**config.mk**
```make
export PLATFORM = sky130hd
export DESIGN_NAME = ram64b_read_port
export DESIGN_NICKNAME = d
export VERILOG_FILES = /design/src/rtl/ram64b_read_port.sv
export SDC_FILE = /design/constraint.sdc
export NUM_CORES = 1
export LEC_CHECK = 0
export CAP_MARGIN = 10
export CORE_UTILIZATION = 37
export DETAILED_ROUTE_END_ITERATION = 16
export PLACE_DENSITY = 0.85
export SYNTH_ARGS = -nofsm -noshare
export SYNTH_HDL_FRONTEND = slang
export SYNTH_SLANG_ARGS = --single-unit
export TNS_END_PERCENT = 1
```
**constraint.sdc**
```tcl
create_clock -name clk_i -period 2.2 [get_ports clk_i]
set_input_delay 0.44 -clock clk_i [delete_from_list [all_inputs] [get_ports clk_i]]
set_output_delay 0.44 -clock clk_i [all_outputs]
set_load 0.005 [all_outputs]
```
**src/rtl/ram64b_read_port.sv**
```systemverilog
// -----------------------------------------------------------------------------
// ram64b_read_port
//
// Read-side controller for the 32x64 register RAM. It accepts read requests
// on a valid/ready channel, drives the RAM's synchronous read address (the RAM
// read clock is clk_i), and returns read data on a valid/ready response
// channel. It sustains one read per cycle. The block sits between
// decode/operand fetch and the RAM read port.
//
// Pipeline
//   S1  : RAM access stage (r_s1_v, r_s1_addr). The RAM is addressed on the
//         edge that accepts a request. Its data is valid one cycle later.
//   RSP : response register (r_rsp_v, r_rsp_data). It holds a snapshot of
//         the selected read data until the consumer takes it.
//
// Parameters
//   DW        data width; must match the RAM rdata/wdata width
//   AW        address width; the RAM has 2**AW entries
//   ZERO_REG  1: address 0 always reads as zero and the RAM data is ignored
//
// Ports
//   clk_i        in   1    clock; also drives the RAM read clock
//   reset_ni     in   1    asynchronous reset, active low
//   req_valid_i  in   1    read request valid
//   req_ready_o  out  1    request accepted when valid && ready at a rising edge
//   req_addr_i   in   AW   read address
//   rsp_valid_o  out  1    response data valid
//   rsp_ready_i  in   1    consumer takes the response when valid && ready
//   rsp_data_o   out  DW   read data; stable while valid && !ready
//   raddr_o      out  AW   RAM read address
//   rdata_i      in   DW   RAM read data, valid one cycle after raddr is sampled
//   wen_i        in   1    snoop: RAM write enable
//   waddr_i      in   AW   snoop: RAM write address
//   wdata_i      in   DW   snoop: RAM write data
//
// Build option
//   RAM64B_READ_BYPASS_EN  When this macro is defined, writes that target the
//                          address being read are forwarded. A read then sees
//                          a write issued in the same cycle, or a write issued
//                          while the read is still pending. When the macro is
//                          undefined, the forwarding path is not built, and a
//                          read-during-write to the same address returns
//                          whatever the RAM produces.
// -----------------------------------------------------------------------------
module ram64b_read_port #(
    parameter int DW       = 64,
    parameter int AW       = 5,
    parameter int ZERO_REG = 1
) (
    input  logic          clk_i,
    input  logic          reset_ni,

    input  logic          req_valid_i,
    output logic          req_ready_o,
    input  logic [AW-1:0] req_addr_i,

    output logic          rsp_valid_o,
    input  logic          rsp_ready_i,
    output logic [DW-1:0] rsp_data_o,

    output logic [AW-1:0] raddr_o,
    input  logic [DW-1:0] rdata_i,

    input  logic          wen_i,
    input  logic [AW-1:0] waddr_i,
    input  logic [DW-1:0] wdata_i
);

    // -------------------------------------------------------------------------
    // Pipeline state
    // -------------------------------------------------------------------------
    logic          r_s1_v;
    logic [AW-1:0] r_s1_addr;
    logic          r_rsp_v;
    logic [DW-1:0] r_rsp_data;

    logic          w_s1_v_next;
    logic [AW-1:0] w_s1_addr_next;
    logic          w_rsp_v_next;
    logic [DW-1:0] w_rsp_data_next;

    logic          w_acc;        // request accepted at this edge
    logic          w_adv;        // S1 moves into RSP at this edge
    logic          w_zero_hit;   // S1 holds the hard-wired zero register
    logic          w_fwd_v;      // forwarded write data is valid for S1
    logic [DW-1:0] w_fwd_data;
    logic [DW-1:0] w_sel;        // data that RSP captures on advance

    // -------------------------------------------------------------------------
    // Handshake
    // -------------------------------------------------------------------------
    // S1 can take a new request in three cases: S1 is empty, RSP is empty,
    // or RSP is draining this cycle. In the last two cases S1 advances on the
    // same edge, so a full S1 is refilled rather than emptied. This depends
    // combinationally on rsp_ready_i, which keeps throughput at one read per
    // cycle.
    assign req_ready_o = !r_s1_v || !r_rsp_v || rsp_ready_i;

    // While reset is asserted, no request is taken. This keeps raddr_o at its
    // reset value even if a requester presents valid during reset.
    assign w_acc = req_valid_i && req_ready_o && reset_ni;
    assign w_adv = r_s1_v && (!r_rsp_v || rsp_ready_i);

    // The RAM sees the new address on an accepting edge. Otherwise it keeps
    // re-reading the address held in S1. A stalled S1 therefore always has
    // current rdata_i when it finally advances.
    assign raddr_o = w_acc ? req_addr_i : r_s1_addr;

    assign rsp_valid_o = r_rsp_v;
    assign rsp_data_o  = r_rsp_data;

    // -------------------------------------------------------------------------
    // Zero-register detect
    // -------------------------------------------------------------------------
    generate
        if (ZERO_REG != 0) begin : g_zero_reg
            assign w_zero_hit = (r_s1_addr == '0);
        end else begin : g_no_zero_reg
            assign w_zero_hit = 1'b0;
        end
    endgenerate

    // -------------------------------------------------------------------------
    // Read-during-write forwarding
    // -------------------------------------------------------------------------
`ifdef RAM64B_READ_BYPASS_EN
    logic          r_fwd_v;
    logic [DW-1:0] r_fwd_data;
    logic          w_fwd_hit;

    // The comparison uses the address the RAM is reading this cycle, which
    // is either the new request or the stalled S1 address. A write to that
    // address would be missed by the read-first RAM, so it is captured here.
    // The capture repeats on every matching write while S1 stalls, so the
    // newest write always wins.
    assign w_fwd_hit = wen_i && (waddr_i == raddr_o);

    always_ff @(posedge clk_i or negedge reset_ni) begin
        if (!reset_ni) begin
            r_fwd_v    <= 1'b0;
            r_fwd_data <= '0;
        end else if (w_fwd_hit) begin
            r_fwd_v    <= 1'b1;
            r_fwd_data <= wdata_i;
        end else if (w_acc || w_adv) begin
            // Either a new address without a matching write has entered S1,
            // or S1 has been vacated. In both cases the captured data is stale.
            r_fwd_v    <= 1'b0;
        end
    end

    assign w_fwd_v    = r_fwd_v;
    assign w_fwd_data = r_fwd_data;
`else
    // Forwarding is absent. The snoop port is intentionally left unobserved.
    logic w_unused_snoop;
    assign w_unused_snoop = ^{wen_i, waddr_i, wdata_i};

    assign w_fwd_v    = 1'b0;
    assign w_fwd_data = '0;
`endif

    // -------------------------------------------------------------------------
    // Response data select
    // -------------------------------------------------------------------------
    // Precedence is: the zero register first, then forwarded write data,
    // then RAM data.
    always_comb begin
        w_sel = rdata_i;
        if (w_zero_hit) begin
            w_sel = '0;
        end else if (w_fwd_v) begin
            w_sel = w_fwd_data;
        end
    end

    // -------------------------------------------------------------------------
    // Next-state logic
    // -------------------------------------------------------------------------
    always_comb begin
        w_s1_v_next     = r_s1_v;
        w_s1_addr_next  = r_s1_addr;
        w_rsp_v_next    = r_rsp_v;
        w_rsp_data_next = r_rsp_data;

        // S1: accepting takes priority over emptying, so an S1 that advances
        // and accepts on the same edge stays full.
        if (w_acc) begin
            w_s1_v_next    = 1'b1;
            w_s1_addr_next = req_addr_i;
        end else if (w_adv) begin
            w_s1_v_next    = 1'b0;
        end

        // RSP: data is only captured on advance. A held response is never
        // touched by later RAM writes.
        if (w_adv) begin
            w_rsp_v_next    = 1'b1;
            w_rsp_data_next = w_sel;
        end else if (rsp_ready_i) begin
            w_rsp_v_next    = 1'b0;
        end
    end

    // -------------------------------------------------------------------------
    // State registers
    // -------------------------------------------------------------------------
    always_ff @(posedge clk_i or negedge reset_ni) begin
        if (!reset_ni) begin
            r_s1_v     <= 1'b0;
            r_s1_addr  <= '0;
            r_rsp_v    <= 1'b0;
            r_rsp_data <= '0;
        end else begin
            r_s1_v     <= w_s1_v_next;
            r_s1_addr  <= w_s1_addr_next;
            r_rsp_v    <= w_rsp_v_next;
            r_rsp_data <= w_rsp_data_next;
        end
    end

endmodule
```
==> impl_results.md, run 1 <==
- Status: completed
- Length of the first detailed-routing pass in iterations: 4
- Total of hold buffers inserted after clock tree synthesis: 0
- Dominant cells by area after synthesis: dfrtp_1 59%, o2bb2ai_1 17%, nand3_1 11%
- Net Count, Synth: 382
- Average cell area after synthesis: 12.5 um2
- Power Dens Cells: 838 nW/um2
- Largest area contributor in the synthesized netlist: dfrtp_1
- Starting density of the core: 0.385
- Count of max-cap constraint violations: 0
- Post-placement cell count: 472
- Final Hold Viols: 0
- Fin Clk Skew: 11.9 ps
- Slew at the pin closest to its max-slew limit: 875 ps
- Worst EP arrival: 1680 ps
- Remaining global-route overflow: 0
- Fraction of final layout cells sized beyond drive strength 1: 0.141
- Class of the tightest hold or removal check: input pin to async pin
- Filler-free cell count of the finished design: 492
- Top flip-flop cell by instance count after synthesis: dfrtp_1
- Pin count of the biggest net entering global routing: 72
- Main combinational cell family by area after synthesis: compound AO/OA/AOI/OAI gates
- Setup-failing EPs final: 0
- Cell area after synthesis: 2990 um2
- Number of CTS-inserted buffers: 9
- Number of distinct library cells after synthesis: 16
- Adder-Cell Fraction of Synth Area: 0
- Fin area: 4750 um2
- Post-Synth XOR/XNOR Area: 0
- Maximum fanout encountered on the critical timing path: 3
- Sequential cell area fraction in the yosys report: 0.595
- Proportion of synthesized area in mux cells: 0.0188
- Number of port buffers: 143
- Worst Hold Slack: 366 ps
- Detailed-route wire length per cell: 16.7 um
- Final antenna diode count: 0
- Global Route Usage Sum: 0.198
- CP required: 1760 ps
- Synth async-reset ratio: 1.00
- Number of enable-type register cells in the synthesized netlist: 0
- Vias in the first global route: 2,616
- Startpoint-to-endpoint class of the critical path: input pin to primary output
- Headroom to the max-slew limit: 0.416
- Post-synthesis share of cell area spent on and, or, nand and nor gates: 0.130
- Max IR drop VDD: 462 uV
- Detailed-route vias per instance: 5.20
- Commonest cells post-synth: 71 x dfrtp_1, 64 x nand3_1, 59 x o2bb2ai_1
- First-iteration detailed-routing DRC count: 137
- Flip-flop and latch count after synthesis: 71
- RSZ-0062 raised after global routing: no
- TritonCTS clock tree: yes
- Most instantiated library cell after synthesis: dfrtp_1
- Clock tree root driver cell: clkbuf_8
- Chip Width: 91.9 um
- Share of the synthesized area in compound gates (AO/OA/AOI/OAI): 0.198
- Tcrit/Tclk final: 0.963
- Relative area change from synthesis to final layout: 59.1%
- Static leakage: 1.92 nW
- DRC viols: 0
- Clock Sinks: 71
- Insertion delay of the later-clocked pin in the worst-skew pair: 340 ps
- Chip height: 91.9 um
- Global-route wire length before repair: 13.1 mm
- Clock-pin slew on the worst setup and hold paths: 70 ps
- Startpoint type of the worst setup path: input pin
- Synth warnings: 0
- Share of the synthesized area in the top cell type: 0.595
- Io pins: 214
- Estimated wirelength of the detail-placed design: 5.44 mm
- Final max-slew violation count: 0
- Minimum period implied by the final worst setup slack: 2120 ps
- CTS H-Tree Depth: 3
- Gate Count Post-Synth: 239
- Total number of nets in the final design: 529
- Total placed instance area: 4490 um2
- Initial antenna violation count: 0
- Number of vias after detailed routing: 2,558
- Floorplan core area: 7770 um2
- Number of nets still failing antenna checks after routing: 0
- Filler cells: 632
- Number of placement rows: 32
- RePlAce Congestion: 0.695
- Die outline area: 8440 um2
- Buffers from clock root to sink, at most: 2
- Total wirelength of the detailed-routed design: 8.20 mm
- Critical path capture point type: primary output
- Max Freq: 0.472 GHz
-- cell usage in the layout (no fill, tap or decap), drive strengths merged --
cell / instances
nor2b: 1
o2bb2ai: 64
clkinv: 2
clkbuf: 10
nand2b: 2
dfrtp: 71
nor2: 1
nand3: 64
nand2: 3
clkdlybuf4s50: 135
bufinv: 1
dlygate4sd2: 2
nand3b: 1
or4: 1
mux2: 5
buf: 23
clkdlybuf4s15: 2
clkinvlp: 2
-- registers in the layout, summed over array words and instances, names as in the netlist --
register,count
r_s1_addr,5
r_s1_v,1
rsp_data_o,64
rsp_valid_o,1
-- final timing paths --
kind,depth (start not counted),from,end,slack (ps)
worst max-delay path,7,rsp_ready_i,raddr_o[0],80
worst min-delay path,2,reset_ni,rsp_data_o[49]$_DFFE_PN0P_,370
worst max register to register,4,r_s1_addr[1]$_DFF_PN0_,rsp_data_o[8]$_DFFE_PN0P_,560
worst min register to register,1,rsp_data_o[25]$_DFFE_PN0P_,rsp_data_o[25]$_DFFE_PN0P_,490
max in group asynchronous,2,reset_ni,r_s1_v$_DFFE_PN0P_,1220
min in group clk_i,1,rsp_data_o[25]$_DFFE_PN0P_,rsp_data_o[25]$_DFFE_PN0P_,490
-- area by class of cell --
class / count / area, um2 / share of cell area
clock buffers: 10 / 138 / 0.0290
clock inverters: 5 / 58.8 / 0.0124
multi-input cells: 142 / 1060 / 0.224
flip-flops and latches: 71 / 1780 / 0.374
well taps: 102 / 128 / 0.0268
repair buffers: 162 / 1590 / 0.334
-- power breakdown --
part	internal [mW]	switching (mW)	total, mW
combinational	0.801	0.413	1.21
sequential	1.57	0.166	1.74
clock	0.548	0.482	1.03
total	2.92	1.06	3.99
-- cells by family after synthesis --
family / Yosys count
flops: 71
simple gates: 73
buf+inv: 26
compound gates: 64
mux: 5
-- routing by layer --
layer	routed length (um)	share of wire	up-vias	global-route usage
li1	-	-	1205	-
met1	3540	0.43	1249	0.251
met2	4090	0.50	94	0.335
met3	470	0.057	10	0.0522
met4	95	0.012	0	0.0547
met5	0	0	-	0
-- per-stage QoR --
stage	setup WS, ps	util	power (mW)	TNS [ps]
5_1_grt	5.25	0.612	4.19	0
3_5_place_dp	-364	0.578	2.95	-1750
2_1_floorplan	480	-	2.15	0
3_3_place_gp	-332	0.578	2.92	-1620
4_1_cts	85.1	0.612	4.03	0
6_report	80.7	0.612	3.99	0
-- repair_timing --
item                       CTS  global route
setup endpoints to repair    5             0
resized for setup           29             0
buffers inserted             5             0
hold endpoints to repair     0             0
-- critical path, stage by stage --
cell and delay [ps]:
dlygate4sd2_1 230, nand3b_1 170, nor2b_1 140, buf_4 150, buf_6 120, mux2_4 310
buf_6 120
(Power assumes the default switching activity.)
==> inputs of run 2 (changes only) <==
--- a/config.mk
+++ b/config.mk
@@ -8,7 +8,10 @@
 export CAP_MARGIN = 10
 export CORE_UTILIZATION = 37
 export DETAILED_ROUTE_END_ITERATION = 16
+export HOLD_SLACK_MARGIN = 0.02
+export MAX_ROUTING_LAYER = met4
 export PLACE_DENSITY = 0.85
+export SKIP_CTS_REPAIR_TIMING = 1
 export SYNTH_ARGS = -nofsm -noshare
 export SYNTH_HDL_FRONTEND = slang
 export SYNTH_SLANG_ARGS = --single-unit
==> run 2 against run 1 <==
- maximum frequency grew 0.48%
- die area is the same
- first-iteration DRC count shrank 5.1%
- sequential share of layout area shrank 0.059 points
- power shrank 0.13%
- critical endpoint is now raddr_o[3]
- highest routed layer unchanged
==> impl_results.md, run 2 (synthesis results as in run 1) <==
- Area of combinational cells with multiple inputs: 1060 um2
- Startpoint type of the worst setup path: register
- Length of the first detailed-routing pass in iterations: 4
- Number of vias after detailed routing: 2,580
- Worst EP arrival: 1670 ps
- Maximum fanout encountered on the critical timing path: 5
- Chip Width: 91.9 um
- Detailed-route wire length per cell: 16.7 um
- Max IR drop VDD: 461 uV
- Buffers from clock root to sink, at most: 2
- Total number of nets in the final design: 530
- Io pins: 214
- Chain of cells forming the critical path: nand3b_1, nor2b_1, buf_4, buf_4, mux2_4, buf_6
- Minimum period implied by the final worst setup slack: 2110 ps
- Worst-path cell with the longest stage delay: dfrtp_1
- Insertion delay of the later-clocked pin in the worst-skew pair: 340 ps
- TritonCTS clock tree: yes
- Number of nets still failing antenna checks after routing: 0
- Die outline area: 8440 um2
- Count of buffering cells on the critical path with inverters included: 3
- Setup-failing EPs final: 0
- Count of max-cap constraint violations: 0
- Number of placement rows: 32
- Max Freq: 0.474 GHz
- Final antenna diode count: 0
- CP required: 1760 ps
- Largest stage delay, worst path: 390 ps
- Vias in the first global route: 2,571
- Total wirelength of the detailed-routed design: 8.22 mm
- Remaining global-route overflow: 0
- Chip height: 91.9 um
- Setup WS post-layout: 90.8 ps
- Most common cell on crit path: buf_4
- DRC viols: 0
- First-iteration detailed-routing DRC count: 130
- Clock Sinks: 71
- Pre-CTS WS: -364 ps
- Clock tree root driver cell: clkbuf_8
- Tcrit/Tclk final: 0.959
- CTS H-Tree Depth: 3
- Relative area change from synthesis to final layout: 59.3%
- Status: completed
- Global Route Usage Sum: 0.199
- Final Hold Viols: 0
- Met2 layer usage reported by global route: 0.321
- Met1 track demand over resource: 0.257
- Filler cells: 631
- Top delay family on crit path: buffers and inverters
- Detailed-route vias per instance: 5.23
- Number of port buffers: 143
- Final max-slew violation count: 0
- Estimated wirelength of the detail-placed design: 5.44 mm
- Pin count of the biggest net entering global routing: 72
- Global-route wire length before repair: 12.9 mm
- Headroom to the max-slew limit: 0.408
- Clock-pin slew on the worst setup and hold paths: 80 ps
- Critical path capture point type: primary output
- Slew at the pin closest to its max-slew limit: 888 ps
- Global route hottest layer: met2
- Initial antenna violation count: 0
- Power Dens Cells: 836 nW/um2
- Fin Clk Skew: 13.2 ps
- Startpoint-to-endpoint class of the critical path: register to primary output
- Floorplan core area: 7770 um2
- Class of the tightest hold or removal check: input pin to async pin
- Leading cell types in the layout, fill and taps excluded: 135 x clkdlybuf4s50_1, 70 x dfrtp_1, 64 x nand3_1
- Number of CTS-inserted buffers: 9
- Fraction of final layout cells sized beyond drive strength 1: 0.141
- Starting density of the core: 0.385
- Number of flip-flops under the largest register name: 64
- Static leakage: 1.95 nW
- RSZ-0062 raised after global routing: no
- Global routing usage on met3: 0.0357
- Storage element area: 1780 um2
- RePlAce Congestion: 0.702
- Final design utilization: 0.613
- Commonest non-fill, non-tap cell in the layout: clkdlybuf4s50_1
run 2: worst paths after layout:
check	startpoint	endpoint	slack, ps	depth (start not counted)
min in group clk_i	rsp_data_o[25]$_DFFE_PN0P_	rsp_data_o[25]$_DFFE_PN0P_	490	1
hold reg to reg	rsp_data_o[25]$_DFFE_PN0P_	rsp_data_o[25]$_DFFE_PN0P_	490	1
max in group asynchronous	reset_ni	r_s1_v$_DFFE_PN0P_	1170	2
setup / recovery	rsp_valid_o$_DFFE_PN0P_	raddr_o[3]	90	6
setup reg to reg	r_s1_addr[1]$_DFF_PN0_	rsp_data_o[8]$_DFFE_PN0P_	570	4
hold / removal	reset_ni	rsp_data_o[49]$_DFFE_PN0P_	360	2
run 2: metrics by stage:
stage	std cells	hold slack, ps	instance area [um2]	TNS (ps)	power [mW]
2_1_floorplan	239	144	2990	0	2.15
3_3_place_gp	472	470	4490	-1620	2.92
3_5_place_dp	472	473	4490	-1750	2.95
4_1_cts	487	400	4690	-1760	4.00
5_1_grt	493	459	4760	0	4.18
6_report	493	363	4760	0	3.98
run 2: worst reg2reg max path, stage by stage, from the launching register on:
cell       delay (ps)
dfrtp_1           390
or4_4             570
nor2_8            120
buf_4             280
o2bb2ai_1         130
run 2: report_power, final:
group	switching (mW)	total, mW	internal (mW)
combinational	0.412	1.21	0.797
clock	0.483	1.03	0.548
sequential	0.166	1.74	1.57
total	1.06	3.98	2.92
run 2: routing by layer:
layer	wire length (um)	vias up
li1	-	1207
met1	3620	1275
met2	4160	91
met3	373	7
met4	66	0
met5	0	-
run 2: final cells by class:
class / instances / area share
clock inverters: 5 / 0.0124
repair buffers: 163 / 0.337
well taps: 102 / 0.0268
flip-flops and latches: 71 / 0.373
multi-input cells: 142 / 0.222
clock buffers: 10 / 0.0289
==> inputs of run 3 (changes only) <==
--- a/config.mk
+++ b/config.mk
@@ -6,11 +6,12 @@
 export NUM_CORES = 1
 export LEC_CHECK = 0
 export CAP_MARGIN = 10
-export CORE_UTILIZATION = 37
+export CORE_MARGIN = 4
+export CORE_UTILIZATION = 31
 export DETAILED_ROUTE_END_ITERATION = 16
 export HOLD_SLACK_MARGIN = 0.02
 export MAX_ROUTING_LAYER = met4
-export PLACE_DENSITY = 0.85
+export PLACE_DENSITY = 0.76
 export SKIP_CTS_REPAIR_TIMING = 1
 export SYNTH_ARGS = -nofsm -noshare
 export SYNTH_HDL_FRONTEND = slang
==> constraint.sdc (replaced) <==
create_clock -name clk_i -period 1.93 [get_ports clk_i]
set_input_delay 0.386 -clock clk_i [delete_from_list [all_inputs] [get_ports clk_i]]
set_output_delay 0.386 -clock clk_i [all_outputs]
set_load 0.005 [all_outputs]
==> run 3 against run 2 <==
- the run now ends with setup timing left
- critical endpoint is now raddr_o[0]
- cell count up 4.3%
- largest power group unchanged
- wire length up 5.9%
- setup slack worse by 180 ps
- clock power up 31%
- die area up 34%
- clock-buffer cell count unchanged
- clock skew down 1.3 ps
==> impl_results.md, run 3 (synthesis results as in run 1) <==
- Status: finished with violations
- Failing checks: setup timing
- Io pins: 214
- Remaining global-route overflow: 0
- Number of flip-flops under the largest register name: 64
- Setup WS post-layout: -86.2 ps
- Startpoint type of the worst setup path: register
- Fin Clk Skew: 11.9 ps
- Filler cells: 853
- Slew at the pin closest to its max-slew limit: 880 ps
- Combinational power share: 0.292
- Critical path capture point type: primary output
- Number of nets still failing antenna checks after routing: 0
- CTS H-Tree Depth: 3
- Final Hold Viols: 0
- Worst-path cell with the longest stage delay: dfrtp_2
- Clock-pin slew on the worst setup and hold paths: 80 ps
- Count of max-cap constraint violations: 0
- Maximum fanout encountered on the critical timing path: 4
- Startpoint-to-endpoint class of the critical path: register to primary output
- Clock tree root driver cell: clkbuf_8
- Setup-failing EPs final: 5
- Pin count of the biggest net entering global routing: 72
- Global Route Usage Sum: 0.163
- RePlAce Congestion: 0.703
- Number of CTS-inserted buffers: 9
- Insertion delay of the later-clocked pin in the worst-skew pair: 330 ps
- Switching share of power: 0.264
- Total placed instance area: 4540 um2
- Detailed-route wire length per cell: 16.9 um
- Fin area: 4810 um2
- Final antenna diode count: 0
- Chip Width: 106 um
- Relative contribution of the clock network to total power: 0.287
- Relative area change from synthesis to final layout: 60.8%
- Total power draw: 4.70 mW
- RSZ-0062 raised after global routing: yes
- Max IR drop VDD: 409 uV
- Commonest non-fill, non-tap cell in the layout: clkdlybuf4s50_1
- Number of placement rows: 35
- First-iteration detailed-routing DRC count: 109
- Initial antenna violation count: 0
- Tcrit/Tclk final: 1.04
- TritonCTS clock tree: yes
- Total wirelength of the detailed-routed design: 8.70 mm
- Worst setup startpoint: r_s1_v$_DFFE_PN0P_
- Buffers from clock root to sink, at most: 2
- Leading cell types in the layout, fill and taps excluded: 134 x clkdlybuf4s50_1, 70 x dfrtp_1, 64 x nand3_1
- Chain of cells forming the critical path: nand3b_1, nor2b_1, buf_4, buf_6, mux2_4, clkbuf_2
- Max Freq: 0.496 GHz
- DRC viols: 0
- Detailed-route vias per instance: 4.88
- Number of port buffers: 143
- Class of the tightest hold or removal check: input pin to async pin
- Launch point of the worst reg-to-reg path: r_s1_addr[1]$_DFF_PN0_
- Die outline area: 11,300 um2
- Minimum period implied by the final worst setup slack: 2020 ps
- Fraction of final layout cells sized beyond drive strength 1: 0.125
- Clock Sinks: 71
- Power Dens Cells: 979 nW/um2
- Final design utilization: 0.515
- Chip height: 106 um
- Floorplan core area: 9330 um2
- Largest stage delay, worst path: 400 ps
- Starting density of the core: 0.320
- Vias in the first global route: 2,747
- Setup TNS Final: -351 ps
- Global-route wire length before repair: 14.3 mm
- Cell internal power dissipation: 3.46 mW
- Headroom to the max-slew limit: 0.413
- CP required: 1540 ps
- Length of the first detailed-routing pass in iterations: 4
- Final max-slew violation count: 0
- Number of vias after detailed routing: 2,509
- Estimated wirelength of the detail-placed design: 5.83 mm
- Total net switching power: 1.24 mW
- Static leakage: 1.96 nW
- Flop pwr share: 0.421
- Total number of nets in the final design: 523
- Worst EP arrival: 1630 ps
==> run 3: cell count changes in the layout (fill, tap and decap cells not counted), sizes merged <==
cell / previous run / this run
buf: 24 / 14
bufinv: 1 / 2
clkbuf: 10 / 12
clkdlybuf4s50: 135 / 134
clkinvlp: 2 / 0
dlymetal6s2s: 4 / 6
inv: 0 / 2
==> run 3: final cells by class <==
class                      instances  area [um2]  area share
multi-input combinational        142        1050       0.219
clock inverter                     6        91.3      0.0190
sequential                        71        1780       0.370
tap                              129         161      0.0336
clock buffer                      10         138      0.0286
timing repair buffer             156        1590       0.330
==> run 3: metal layers <==
layer	up-vias	wire, um	GRT usage
met2	86	4260	0.261
met4	0	145	0.0601
li1	1193	-	-
met1	1219	3870	0.203
met5	-	0	-
met3	11	427	0.0370
==> run 3: power groups by stage <==
stage                     registers (mW)  clock network (mW)  logic, mW
final                               1.98                1.35       1.37
after global routing                2.03                1.48       1.48
after CTS                           1.98                1.41       1.40
after detailed placement            2.00                   0       1.40
after global placement              1.99                   0       1.37
after floorplan                     2.01                   0      0.438
==> run 3: worst max-delay path: cells and delay by family (launching register included) <==
family	cells	cell delay [ps]
buf+inv	3	360
flops	1	400
mux	1	300
simple gates	2	240
==> run 3: stage by stage <==
stage	hold slack, ps	setup slack (ps)	cells
floorplan	90.4	318	239
global placement	472	-517	496
detailed placement	474	-528	496
CTS	302	-541	512
global route	346	-186	514
finish	278	-86.2	514
==> run 3: path summary, 6_finish.rpt <==
path	slack (ps)	cells after the start	end
setup / recovery	-90	6	raddr_o[0]
max in group asynchronous	1040	2	r_s1_v$_DFFE_PN0P_
hold reg to reg	490	1	rsp_data_o[41]$_DFFE_PN0P_
setup reg to reg	280	4	rsp_data_o[32]$_DFFE_PN0P_
min in group clk_i	430	4	r_s1_v$_DFFE_PN0P_
hold / removal	280	2	r_s1_addr[2]$_DFF_PN0_
